--- src/rtl/pipe_hazard_ctrl.sv ---
// Pipeline sequencer for a 5-stage RV32 core: per-stage load enables/bubbles from mem wait, mul/div, branch, load-use.
// Controls are combinational (same cycle); only FSM state, mul/div counter and stall counter are registered.
module pipe_hazard_ctrl #(
    parameter int unsigned MD_LAT = 4,
    parameter int unsigned CNT_W  = 32
) (
    input  logic             clk,
    input  logic             rst_n,
    input  logic [4:0]       id_rs1,
    input  logic [4:0]       id_rs2,
    input  logic             id_use_rs1,
    input  logic             id_use_rs2,
    input  logic [4:0]       ex_rd,
    input  logic             ex_mem_read,
    input  logic             ex_branch_taken,
    input  logic             ex_md_start,
    input  logic             mem_req,
    input  logic             mem_ready,
    output logic             pc_en,
    output logic             ifid_en,
    output logic             ifid_flush,
    output logic             idex_en,
    output logic             idex_flush,
    output logic             exmem_en,
    output logic             exmem_flush,
    output logic             memwb_en,
    output logic             md_busy,
    output logic             md_done,
    output logic [CNT_W-1:0] stall_cnt
);

    typedef enum logic {RUN, MD_BUSY} state_t;

    state_t             state_q, state_d;
    logic [7:0]         cnt_q, cnt_d;
    logic [CNT_W-1:0]   stall_cnt_q;
    logic               mem_stall;
    logic               lu_haz;

    assign mem_stall = mem_req & ~mem_ready;
    assign lu_haz    = ex_mem_read & (ex_rd != 5'd0) &
                       ((id_use_rs1 & (id_rs1 == ex_rd)) | (id_use_rs2 & (id_rs2 == ex_rd)));

    always_comb begin
        pc_en       = 1'b1;
        ifid_en     = 1'b1;
        ifid_flush  = 1'b0;
        idex_en     = 1'b1;
        idex_flush  = 1'b0;
        exmem_en    = 1'b1;
        exmem_flush = 1'b0;
        memwb_en    = 1'b1;
        md_done     = 1'b0;
        state_d     = state_q;
        cnt_d       = cnt_q;

        if (!rst_n) begin
            {pc_en, ifid_en, idex_en, exmem_en, memwb_en} = 5'b00000;
            {ifid_flush, idex_flush, exmem_flush}         = 3'b111;
        end else if (state_q == RUN) begin
            if (mem_stall) begin
                {pc_en, ifid_en, idex_en, exmem_en, memwb_en} = 5'b00000;
            end else if (ex_md_start) begin
                {pc_en, ifid_en, idex_en} = 3'b000;
                exmem_flush = 1'b1;
                cnt_d       = 8'(MD_LAT - 1);
                state_d     = MD_BUSY;
            end else if (ex_branch_taken) begin
                ifid_flush = 1'b1;
                idex_flush = 1'b1;
            end else if (lu_haz) begin
                pc_en      = 1'b0;
                ifid_en    = 1'b0;
                idex_flush = 1'b1;
            end
        end else begin
            // The counter keeps running through a mem freeze except on the final cycle,
            // so md_done is deferred rather than lost.
            if (cnt_q > 8'd1) begin
                cnt_d = cnt_q - 8'd1;
                if (mem_stall) begin
                    {pc_en, ifid_en, idex_en, exmem_en, memwb_en} = 5'b00000;
                end else begin
                    {pc_en, ifid_en, idex_en} = 3'b000;
                    exmem_flush = 1'b1;
                end
            end else if (mem_stall) begin
                {pc_en, ifid_en, idex_en, exmem_en, memwb_en} = 5'b00000;
            end else begin
                md_done = 1'b1;
                state_d = RUN;
                cnt_d   = 8'd0;
                if (ex_branch_taken) begin
                    ifid_flush = 1'b1;
                    idex_flush = 1'b1;
                end
            end
        end
    end

    assign md_busy   = (state_q == MD_BUSY);
    assign stall_cnt = stall_cnt_q;

    always_ff @(posedge clk or negedge rst_n) begin
        if (!rst_n) begin
            state_q     <= RUN;
            cnt_q       <= 8'd0;
            stall_cnt_q <= '0;
        end else begin
            state_q <= state_d;
            cnt_q   <= cnt_d;
            if (!pc_en && (stall_cnt_q != {CNT_W{1'b1}})) begin
                stall_cnt_q <= stall_cnt_q + 1'b1;
            end
        end
    end

endmodule

--- config.mk ---
export PLATFORM = sky130hd
export DESIGN_NAME = pipe_hazard_ctrl
export DESIGN_NICKNAME = d
export VERILOG_FILES = /design/src/rtl/pipe_hazard_ctrl.sv
export SDC_FILE = /design/constraint.sdc
export NUM_CORES = 1
export LEC_CHECK = 0
export CAP_MARGIN = 20
export CORE_ASPECT_RATIO = 1.5
export CORE_UTILIZATION = 51
export DETAILED_ROUTE_END_ITERATION = 8
export PLACE_DENSITY = 0.83
export SYNTH_ARGS = -nofsm -noshare
export SYNTH_HDL_FRONTEND = slang
export SYNTH_SLANG_ARGS = --single-unit
--- constraint.sdc ---
create_clock -name clk -period 5.2 [get_ports clk]
set_input_delay 1.3 -clock clk [delete_from_list [all_inputs] [get_ports clk]]
set_output_delay 1.3 -clock clk [all_outputs]
set_load 0.01 [all_outputs]
==> run metrics <==
Slew @ Worst Pin 727 ps; DR iter-0 viols 103; clk_skew 2.69 ps; DRC 9; Setup TNS Final 0 ps; P_leak 1.28 nW; Ant. Diodes 0; Max VDD drop 0.188 mV; CP Class primary input to output pin; cell chain of the critical path clkdlybuf4s50_1, or4_1, o21ai_0, o41ai_4, inv_2, clkdlybuf4s50_1; Syn Inst Count 237; final hold violation count 0; Reg area 1030 µm²; Antenna Violating Nets Remaining 0; # port buffers 65; Slew HR 0.512; Horiz. Die Dim 57.0 µm; CP Data Required Time 3900 ps; Yosys top cell area share 0.443; CTS root buffer clkbuf_8; clk sinks 41; Post-Syn Nets 264; gpl congestion 0.887; Multi-input gate area 1230 µm²; final WL 5420 µm; final worst slack 272 ps; Post-CTS Setup Bufs 0; area of the core 4280 µm²; drt pass-1 iters 6; area grow syn2layout 33.2%; total grt overflow 0; dominant cells by area after synthesis dfrtp_1 (44%), xnor2_1 (9.1%), xor2_1 (8.3%), nand4_1 (4.3%), nand3_1 (3.7%); most area-hungry cell type in the Yosys netlist dfrtp_1; Critical path buffers and inverters 3; CP top delay family buffers and inverters; Max Clk Rate 0.203 GHz; hpwl dp 4020 µm; sequential share of the synthesized area 0.443; CP max stage delay 580 ps; YS warnings 0; worst min path class register to register; CP Launch Type primary input; commonest cells in the synthesized netlist dfrtp_1 (41), xnor2_1 (24), xor2_1 (22); CP endpoint kind output pin; Clk Latency, worst-skew pair 290 ps; failing checks DRC; register bit total from synthesis 41; Bufs on Longest Clock Path 2; EDFF count, synth 0; Fillers 352; Most used DFF post-synth dfrtp_1; Final #Nets 331; CP Max Fanout 10; unrepaired setup endpoints after global routing no; post_cts resized 0; worst slack at placement 292 ps; count leader, synth dfrtp_1; largest net degree at the start of global routing 49; Routed WL per cell 15.4 µm; Cell Area, Synth 2320 µm²; IO Count 66; Crit-path slowest cell clkdlybuf4s50_1; maxcap violations 0; hold-fix buffers at CTS 0; first-pass GRT wire length 9030 µm; Tcrit/Tclk final 0.948; final worst path period need 4930 ps; Die ar. 4820 µm²; Final setup violation count 0; # rows 29; pwr/cell area 346 nW/µm²; Starting Density 0.541; DR vias 2,047; H-Tree Depth 2; Worst Path Arrival 3630 ps; vias in the first global route 2,018; layout cells sized above 1 0.0689; Die Y 84.6 µm; synthesized area per cell 9.78 µm²; max-slew violation count 0; asr flop ratio synth 1.00; Crit path top cell by count clkdlybuf4s50_1; TritonCTS buffer count 5; clk slew on worst S/H paths 80 ps; status complete, but fails checks; post-synth cell types 41; Via density 5.83; initial antenna violation count 0; CTS tree done; Total GRT Usage 0.238
-- cell type report --
type | count | area share
clock buffer | 5 | 0.0223
multi-input combinational | 183 | 0.399
inverter | 6 | 0.00730
timing repair buffer | 67 | 0.214
clock inverter | 3 | 0.00568
sequential | 41 | 0.333
tap | 46 | 0.0187
-- worst paths after layout --
check                      slack (ps)  cells after the start             to          start
min in group asynchronous        1090                      2        md_busy          rst_n
max reg2reg                      2620                      7  stall_cnt[21]   stall_cnt[0]
max                               270                      6          pc_en       ex_rd[1]
min reg2reg                       500                      1  stall_cnt[22]  stall_cnt[22]
max in group asynchronous        3720                      2  stall_cnt[23]          rst_n
min                               500                      1  stall_cnt[22]  stall_cnt[22]
-- report_power, final --
part	internal, W	total (W)	switching, W	leakage, nW
logic	0.000208	0.000397	0.000188	0.719
clock network	0.0000927	0.000206	0.000114	0.0439
registers	0.000383	0.000465	0.0000817	0.522
total	0.000684	0.00107	0.000383	1.28
-- placed cells by master (no fill, tap or decap), drive strengths merged --
cell type,count
a41o,1
mux2,2
o211a,1
a32oi,1
o21ai,6
o41ai,1
clkbuf,5
a41oi,1
nor4,5
o22ai,1
nor3,8
nand3b,1
nand2,20
nor2b,2
o221ai,1
dfrtp,41
and2,3
nor4b,1
or4,2
buf,3
clkinv,2
nor2,19
xor2,22
nand2b,1
nand4b,1
or3,2
clkdlybuf4s50,64
and3,12
o21ba,1
nand4,16
nand3,17
a21oi,5
xnor2,24
a31o,1
ha,3
and4,2
clkinvlp,1
inv,6
-- sequential cells by signal (all words and copies together), names as in the netlist --
name       cells
md_busy        1
cnt_q          8
stall_cnt     32
-- worst register-to-register path, stage by stage (launching register included) --
cell and delay [ps]:
dfrtp_1 420, ha_1 190, nand3_1 160, or3_1 470
nor3_2 620, nor2_1 200, and3_1 250, xor2_1 150
-- metrics by stage --
| stage | instance area (µm²) | utilization | instances | hold slack [ps] | total power [W] |
|---|---|---|---|---|---|
| 2_1_floorplan | 2320 | - | 237 | 490 | 0.000693 |
| 3_3_place_gp | 3000 | 0.700 | 343 | 489 | 0.000852 |
| 3_5_place_dp | 3000 | 0.700 | 343 | 484 | 0.000870 |
| 4_1_cts | 3090 | 0.721 | 351 | 501 | 0.00108 |
| 5_1_grt | 3090 | 0.721 | 351 | 513 | 0.00113 |
| 6_report | 3090 | 0.721 | 351 | 497 | 0.00107 |
-- cells by family after synthesis --
group,count (synthesis),share of synthesized area
compound gates,20,0.0664
xor+xnor,46,0.174
fa+ha+maj,3,0.0162
buf+inv,13,0.0254
flops,41,0.443
mux,2,0.00972
simple gates,112,0.266
-- metal layers --
metal  global-route usage  wire (µm)  vias to the layer above
met1                0.280       2170                     1011
li1                     -          -                      972
met3               0.0339        220                       10
met2                0.433       2940                       54
met5                    0          0                        -
met4               0.0843         87                        0
No activity file was read; power rests on OpenSTA's default activity.
